--- config.mk ---
export PLATFORM = sky130hd
export DESIGN_NAME = neuron_mac_q88
export DESIGN_NICKNAME = d
export VERILOG_FILES = /design/src/rtl/neuron_mac_q88.sv
export SDC_FILE = /design/constraint.sdc
export NUM_CORES = 1
export LEC_CHECK = 0
export BUFFER_PORTS_ARGS = -buffer_cell sky130_fd_sc_hd__buf_2
export CORE_ASPECT_RATIO = 1.25
export CORE_MARGIN = 3
export CORE_UTILIZATION = 44
export CTS_CLUSTER_SIZE = 25
export DETAILED_ROUTE_END_ITERATION = 10
export SLEW_MARGIN = 25
export SYNTH_ARGS = -nofsm -noshare
export SYNTH_HDL_FRONTEND = slang
export SYNTH_SLANG_ARGS = --single-unit
--- constraint.sdc ---
create_clock -name clk -period 12.2 [get_ports clk]
set_clock_uncertainty 0.2 [all_clocks]
set_input_delay 2.44 -clock clk [delete_from_list [all_inputs] [get_ports clk]]
set_output_delay 2.44 -clock clk [all_outputs]
set_load 0.005 [all_outputs]
--- src/rtl/neuron_mac_q88.sv ---
// Neuron pre-activation stage: streams Q8.8 weight/activation pairs,
// accumulates the full-precision signed products, adds the bias, rounds
// half-up and saturates back to Q8.8. One packet (ended by in_last)
// yields one out_x word, presented to the sigmoid stage over valid/ready.
module neuron_mac_q88 #(
    parameter int BITS     = 16,
    parameter int FRAC     = 8,
    parameter int ACC_BITS = 40
) (
    input  logic            clk,
    input  logic            rst,
    input  logic            in_valid,
    output logic            in_ready,
    input  logic [BITS-1:0] in_w,
    input  logic [BITS-1:0] in_a,
    input  logic            in_last,
    input  logic [BITS-1:0] bias,
    output logic            out_valid,
    input  logic            out_ready,
    output logic [BITS-1:0] out_x,
    output logic            out_sat
);

    // One guard bit above the accumulator so the bias/rounding add in the
    // finish cycle cannot wrap on its own.
    localparam int SW = ACC_BITS + 1;

    localparam logic signed [SW-1:0] RND_C =
        {{(SW-FRAC){1'b0}}, 1'b1, {(FRAC-1){1'b0}}};
    localparam logic signed [SW-1:0] MAX_C =
        {{(SW-BITS+1){1'b0}}, {(BITS-1){1'b1}}};
    localparam logic signed [SW-1:0] MIN_C =
        {{(SW-BITS+1){1'b1}}, {(BITS-1){1'b0}}};
    localparam logic [BITS-1:0] SAT_HI_C = {1'b0, {(BITS-1){1'b1}}};
    localparam logic [BITS-1:0] SAT_LO_C = {1'b1, {(BITS-1){1'b0}}};

    typedef enum logic [1:0] {
        ST_ACC = 2'd0,
        ST_FIN = 2'd1,
        ST_OUT = 2'd2
    } state_t;

    state_t                      state_r;
    logic signed [ACC_BITS-1:0]  acc_r;
    logic                        in_ready_r;
    logic                        out_valid_r;
    logic [BITS-1:0]             out_x_r;
    logic                        out_sat_r;

    logic signed [2*BITS-1:0]    prod_s;
    logic signed [ACC_BITS-1:0]  prod_ext_s;
    logic signed [SW-1:0]        bias_sh_s;
    logic signed [SW-1:0]        sum_s;
    logic signed [SW-1:0]        r_s;
    logic [BITS-1:0]             res_x_s;
    logic                        res_sat_s;

    // Full-width signed product and the rounded, saturated finish value.
    always_comb begin
        prod_s     = $signed(in_w) * $signed(in_a);
        prod_ext_s = {{(ACC_BITS-2*BITS){prod_s[2*BITS-1]}}, prod_s};
        bias_sh_s  = {{(SW-BITS-FRAC){bias[BITS-1]}}, bias, {FRAC{1'b0}}};
        sum_s      = {acc_r[ACC_BITS-1], acc_r} + bias_sh_s + RND_C;
        r_s        = sum_s >>> FRAC;
        res_x_s    = r_s[BITS-1:0];
        res_sat_s  = 1'b0;
        if (r_s > MAX_C) begin
            res_x_s   = SAT_HI_C;
            res_sat_s = 1'b1;
        end else if (r_s < MIN_C) begin
            res_x_s   = SAT_LO_C;
            res_sat_s = 1'b1;
        end else begin
            res_x_s   = r_s[BITS-1:0];
            res_sat_s = 1'b0;
        end
    end

    // Packet sequencing: accumulate beats, finish once, hold result until taken.
    always_ff @(posedge clk) begin
        if (rst) begin
            state_r     <= ST_ACC;
            acc_r       <= {ACC_BITS{1'b0}};
            in_ready_r  <= 1'b1;
            out_valid_r <= 1'b0;
            out_x_r     <= {BITS{1'b0}};
            out_sat_r   <= 1'b0;
        end else begin
            case (state_r)
                ST_ACC: begin
                    if (in_valid && in_ready_r) begin
                        acc_r <= acc_r + prod_ext_s;
                        if (in_last) begin
                            state_r    <= ST_FIN;
                            in_ready_r <= 1'b0;
                        end
                    end
                end
                ST_FIN: begin
                    out_x_r     <= res_x_s;
                    out_sat_r   <= res_sat_s;
                    out_valid_r <= 1'b1;
                    state_r     <= ST_OUT;
                end
                ST_OUT: begin
                    if (out_ready) begin
                        acc_r       <= {ACC_BITS{1'b0}};
                        out_valid_r <= 1'b0;
                        in_ready_r  <= 1'b1;
                        state_r     <= ST_ACC;
                    end
                end
                default: begin
                    state_r     <= ST_ACC;
                    acc_r       <= {ACC_BITS{1'b0}};
                    in_ready_r  <= 1'b1;
                    out_valid_r <= 1'b0;
                end
            endcase
        end
    end

    assign in_ready  = in_ready_r;
    assign out_valid = out_valid_r;
    assign out_x     = out_x_r;
    assign out_sat   = out_sat_r;

endmodule
==> results of run 1 <==
routing by layer:
layer	track usage, %	vias up	part of all wire (%)
li1	-	5848	-
met1	29.8	6403	41
met2	41.2	288	51
met3	2.36	78	3.6
met4	10.1	0	4.6
met5	0	-	0
layout make-up:
class,instances,share of cell area [%]
clock buffers,9,1.29
clock inverters,7,0.416
inverters,410,8.82
multi-input cells,1325,76.8
flip-flops and latches,61,7.00
well taps,480,3.44
repair buffers,76,2.25
state kept, by name (all words and copies together) (netlist names):
name,count
acc_r,40
in_ready,1
state_r,2
out_valid,1
out_x,16
out_sat,1
worst paths after layout:
path	startpoint	endpoint	slack, ns	cells past startpoint
max	in_a[15]	acc_r[39]$_SDFFE_PP0P_	2.89	23
min	out_x[8]$_SDFFE_PP0P_	out_x[8]$_SDFFE_PP0P_	0.25	2
max reg2reg	acc_r[15]$_SDFFE_PP0P_	acc_r[39]$_SDFFE_PP0P_	5.75	21
min reg2reg	out_x[8]$_SDFFE_PP0P_	out_x[8]$_SDFFE_PP0P_	0.25	2
metrics by stage:
step                      std cells  instance area, um2
after global routing           2368               17400
after CTS                      2368               17400
after global placement         2352               17100
after floorplan                1857               16400
final                          2368               17400
after detailed placement       2352               17100
worst max-delay path: cells and delay by family:
family	cells	cell delay, ns
adders and majority gates	7	3.63
AOI/OAI and AO/OA	9	2.21
buffers and inverters	4	0.67
and+or+nand+nor	2	0.32
xor gates and xnor gates	1	0.08
logic make-up after synthesis:
group	synth area share [%]
buf+inv	11.1
compound gates	11.0
simple gates	15.0
xor+xnor	3.78
mux	0.129
flops	7.43
fa+ha+maj	51.5
cell usage after synthesis, types with 3 or more instances:
library cell    n  share of area, %
a31oi_1        15              0.57
o21ai_1         9              0.27
o221ai_1        4              0.21
nand3_1        38               1.2
xnor2_1        42               2.2
o21bai_1        6              0.27
a21o_1         30               1.4
buf_4           6              0.27
a31o_2          3              0.16
xor2_1         27               1.4
a22o_1         12              0.64
and2_1        116               4.4
nand2_1       197               4.5
nand4_1        13              0.49
clkbuf_1       46               1.1
o211ai_1        4              0.18
nor3_1         14              0.43
nor4_1          6              0.23
a21oi_2         4              0.21
nand2b_1        7              0.27
o21ai_0        45               1.4
and3_1          6              0.23
o21a_1          6              0.27
or3_1           3              0.11
inv_1         410               9.4
fa_1          331                40
a211oi_1        7              0.32
o2111ai_1       3              0.16
ha_1          147                11
o31ai_1         6              0.27
nor2_1         80               1.8
a21oi_1        86               2.6
dfxtp_1        61               7.4
nor2b_1         7              0.27
==> results.yml, run 1 <==
final_layout:
  drive_gt1_share_pct: 6.67
  num_antenna_cells: 0
  multi_input_area_um2: 13400
  mostFrequentLayoutCells: "inv_1, fa_1, nand2_1"
  num-fill-cells: 3575
  utilization_pct: 47.7
  seq_area_um2: 1220
  nets: 2414
  area_growth_pct: 6.13
  layout_commonest_cell: "inv_1"
placed_design:
  place.gp.congestion: 0.900
  dp_slack_ns: 2.57
  hpwl_um: 37000
  portBuffers: 71
sta:
  hold_viol: 0
  whs_ns: 0.247
  fmax_mhz: 107
  finalWorstSetupSlack_ns: 2.89
  timing.setup.tns_ns: 0
  worst_slew_pin_slew_ns: 0.951
  grt_setup_unrepaired: "false"
  setup_viol_count_final: 0
  period_needed_ns: 9.31
  finalMaxSlewViolations: 0
  slew_headroom_pct: 36.4
  period_share_pct: 76.3
worst_setup_path:
  crit_type: "primary input to flop"
  slowest_stage: "fa_1"
  crit_path_max_incr_delay_ns: 0.57
  crit_fanout: 16
  crit_chain: "buf_2 > inv_1 > nor2_1 > fa_1 > fa_1 > fa_1 > fa_1 > fa_1 > inv_1 > fa_1 > inv_1 > ha_1 > a21oi_1 > and2_1 > o2111ai_1 > a31oi_1 > o31ai_1 > a211o_1 > a21oi_1 > o311ai_0 > a31oi_1 > xnor2_1 > a22o_1"
  worstSetupEndpointType: "flop"
  critPathArrivalTime_ns: 9.37
  startpoint_type: "primary input"
  cp_common_cell: "fa_1"
  required_ns: 12.25
logic_synthesis:
  netlist_instances: 1857
  syn_avg_cell_area_um2: 8.85
  synthFlopType: "dfxtp_1"
  synth_cell_types: 82
  ys_ff_latch: 61
  syn_nets: 2388
  synthesis.area_um2: 16400
  synth_warnings: 0
  seq_area_frac_synth_pct: 7.43
  synth_edf_count: 0
  async_reset_ff_share_pct: 0
drt:
  viasPerCell: 5.33
  drt_pass1_iterations: 5
  ant_nets: 0
  wl_per_cell_um: 18.6
  dr_total_vias: 12600
  drt_iter0_markers: 589
  wl_um: 44000
  drc: 0
global_route:
  antenna_found_initial: 0
  grt_pass1_wl_um: 73300
  gr-total-overflow: 0
  grt_usage_pct: 23.7
  grt_pass1_vias: 13500
  grt_max_degree: 37
clock_network:
  tritoncts: "done"
  cts_max_path_buffers: 2
  cts_hold_buf: 0
  clk_latency_ns: 0.36
  cts.sinks: 61
  cts_resized: 0
  cts-root-buf: "clkbuf_16"
  htreeDepth: 3
  clk_pin_slew_ns: 0.06
  numCtsBuffers: 9
  cts_setup_buffers: 0
die:
  pin_count: 72
  rows: 78
  dieArea_um2: 39700
  die_x_um: 179
  initial_core_util_pct: 44.9
  core_um2: 36600
  die_h_um: 222
status:
  status: "finished, final reports clean"
min_path:
  hp-class: "flop to flop"
flow_run:
  cap_violations: 0
Power of run 1 is not shown: default switching activity piles up to over one toggle a cycle in this logic, so the estimate is an artifact.
==> inputs of run 2 (changes only) <==
--- a/config.mk
+++ b/config.mk
@@ -5,6 +5,7 @@
 export SDC_FILE = /design/constraint.sdc
 export NUM_CORES = 1
 export LEC_CHECK = 0
+export ABC_AREA = 1
 export BUFFER_PORTS_ARGS = -buffer_cell sky130_fd_sc_hd__buf_2
 export CORE_ASPECT_RATIO = 1.25
 export CORE_MARGIN = 3
==> constraint.sdc (replaced) <==
create_clock -name clk -period 9.7 [get_ports clk]
set_clock_uncertainty 0.2 [all_clocks]
set_input_delay 1.94 -clock clk [delete_from_list [all_inputs] [get_ports clk]]
set_output_delay 1.94 -clock clk [all_outputs]
set_load 0.005 [all_outputs]
==> run 2 against run 1 <==
Effect of this change: hold slack gained 0.021 ns; setup slack lost 1.6 ns; first-iteration DRC count grew 38%; critical path depth shrank 1; highest routed layer unchanged.
==> results.yml, run 2 <==
final_layout:
  drive_gt1_share_pct: 5.83
  num_antenna_cells: 0
  nets: 3031
  largest_register_ffs: 40
  largest_register: "acc_r"
  layout_commonest_cell: "inv_1"
  area_growth_pct: 5.69
  mostFrequentLayoutCells: "inv_1, nand2_1, fa_1"
drt:
  drt_iter0_markers: 813
  dr_total_vias: 15000
  ant_nets: 0
  drt_pass1_iterations: 6
  wl_um: 50200
  viasPerCell: 4.92
  wl_per_cell_um: 16.5
  drc: 0
worst_setup_path:
  startpoint_type: "primary input"
  crit_path_max_incr_delay_ns: 0.77
  r2r-end: "acc_r[29]$_SDFFE_PP0P_"
  path_delay_family: "adder cells"
  regToRegSetupSlack_ns: 4.08
  crit_fanout: 16
  r2r-start: "acc_r[15]$_SDFFE_PP0P_"
  critPathArrivalTime_ns: 8.51
  critPathBufInv: 6
  crit_type: "primary input to flop"
  required_ns: 9.77
  crit_chain: "buf_2 > nand2_1 > fa_1 > inv_1 > fa_1 > inv_1 > fa_1 > inv_1 > fa_1 > fa_1 > inv_1 > fa_1 > inv_1 > ha_1 > a21oi_1 > a21boi_0 > o221ai_1 > a31oi_1 > nand3_1 > a21oi_1 > o21ai_0 > a21oi_1"
  reg2reg_depth: 23
  slowest_stage: "fa_1"
  cp_common_cell: "fa_1"
  worstSetupEndpointType: "flop"
logic_synthesis:
  synthFlopType: "dfxtp_1"
  syn_nets: 3023
  netlist_instances: 2492
  synth_cell_types: 50
  synth_warnings: 0
  synth_area_leader_cell: "fa_1"
  ys_ff_latch: 61
  synth.area.top_cells: "fa_1, inv_1, nand2_1, ha_1, dfxtp_1"
  synth_edf_count: 0
  async_reset_ff_share_pct: 0
  syn_avg_cell_area_um2: 7.21
  synth_most_common_cell: "inv_1"
  yosysTopAreaCellShare_pct: 36.9
  seq_area_frac_synth_pct: 6.80
  yosys-top-cells-count: "inv_1, nand2_1, fa_1"
  synthesis.area_um2: 18000
status:
  status: "finished, final reports clean"
sta:
  period_needed_ns: 8.44
  hold_viol: 0
  slew_headroom_pct: 30.7
  finalWorstSetupSlack_ns: 1.26
  worst_slew_pin_slew_ns: 1.04
  finalMaxSlewViolations: 0
  fmax_mhz: 118
  grt_setup_unrepaired: "false"
  period_share_pct: 87.0
  setup_viol_count_final: 0
  timing.setup.tns_ns: 0
  whs_ns: 0.267
min_path:
  min_to: "acc_r[2]$_SDFFE_PP0P_"
  holdPathStages: 2
  hp-class: "flop to flop"
  hp-start: "acc_r[2]$_SDFFE_PP0P_"
placed_design:
  portBuffers: 71
  place.gp.congestion: 0.958
  dp_slack_ns: 0.931
  hpwl_um: 44000
die:
  pin_count: 72
  die_x_um: 187
  die_h_um: 232
  initial_core_util_pct: 44.7
  core_um2: 40200
  dieArea_um2: 43300
  rows: 82
clock_network:
  clk_pin_slew_ns: 0.06
  cts.sinks: 61
  cts_hold_buf: 0
  cts_setup_buffers: 0
  tritoncts: "done"
  htreeDepth: 3
  numCtsBuffers: 9
  clk_latency_ns: 0.35
  cts_max_path_buffers: 2
  cts-root-buf: "clkbuf_16"
  cts_resized: 0
global_route:
  gr-total-overflow: 0
  antenna_found_initial: 0
  grt_pass1_wl_um: 82600
  grt_max_degree: 47
  grt_usage_pct: 23.9
  grt_pass1_vias: 15900
flow_run:
  cap_violations: 0
[run 2: changes by cell type after synthesis, sizes merged, moves of 24 or more]
cell | before | now
a21o | 31 | 4
a21oi | 90 | 152
and2 | 116 | 0
clkbuf | 49 | 74
inv | 410 | 696
nand2 | 198 | 624
nand3 | 38 | 63
nor2 | 80 | 158
xor2 | 27 | 3
[run 2: layer usage]
metal / track usage (%) / wire length (um)
met1: 29.4 / 20900
met2: 42.5 / 25200
met3: 2.31 / 1750
met4: 10.6 / 2420
met5: 0 / 0
[run 2: cell type report]
| cell class | instances | area [um2] |
|---|---|---|
| Inverter | 697 | 2620 |
| Multi-Input combinational cell | 1655 | 13800 |
| Clock buffer | 9 | 225 |
| Sequential cell | 61 | 1220 |
| Fill cell | 4200 | 21200 |
| Timing Repair Buffer | 76 | 393 |
| Clock inverter | 7 | 90.1 |
| Tap cell | 546 | 683 |
[run 2: metrics by stage]
stage / instance area, um2 / std cells / utilization, %
finish: 19000 / 3051 / 47.2
global route: 19000 / 3051 / 47.2
detailed placement: 18700 / 3035 / 46.4
floorplan: 18000 / 2492 / -
global placement: 18700 / 3035 / 46.4
CTS: 19000 / 3051 / 47.2
[run 2: worst register-to-register path: stages, from the launching register on]
cell     delay (ns)
dfxtp_1        0.41
inv_1          0.11
fa_1           0.55
inv_1          0.07
fa_1           0.42
fa_1           0.46
fa_1           0.53
inv_1          0.07
fa_1           0.54
inv_1          0.04
ha_1           0.34
a21oi_1        0.21
o21ai_0        0.13
inv_1          0.09
nand2_1        0.06
a21oi_1        0.20
o21ai_0        0.24
nand2_1        0.12
nand2_1        0.09
nand2_1        0.08
nand2_1        0.07
or2_2          0.29
nand3_1        0.07
a21oi_1        0.06
[run 2: cell families (layout without fill, tap and decap cells)]
logic type | after synthesis | after routing | synth area share, %
xor+xnor | 24 | 24 | 1.21
compound gates | 262 | 262 | 7.81
simple gates | 891 | 891 | 20.4
flops | 61 | 61 | 6.80
fa+ha+maj | 478 | 478 | 47.1
buf+inv | 776 | 789 | 16.6
[run 2: how the worst max path moves through the flow]
| stage | cells after the start | endpoint | startpoint | slack, ns |
|---|---|---|---|---|
| global route | 23 | acc_r[37]$_SDFFE_PP0P_ | in_a[4] | 0.84 |
| floorplan | 24 | acc_r[39]$_SDFFE_PP0P_ | in_a[5] | 1.82 |
| CTS | 23 | acc_r[37]$_SDFFE_PP0P_ | in_a[4] | 1.28 |
| finish | 22 | acc_r[37]$_SDFFE_PP0P_ | in_a[4] | 1.26 |
| detailed placement | 23 | acc_r[37]$_SDFFE_PP0P_ | in_a[4] | 0.93 |
| global placement | 23 | acc_r[37]$_SDFFE_PP0P_ | in_a[4] | 0.95 |
Power of run 2 is left out for the same reason.
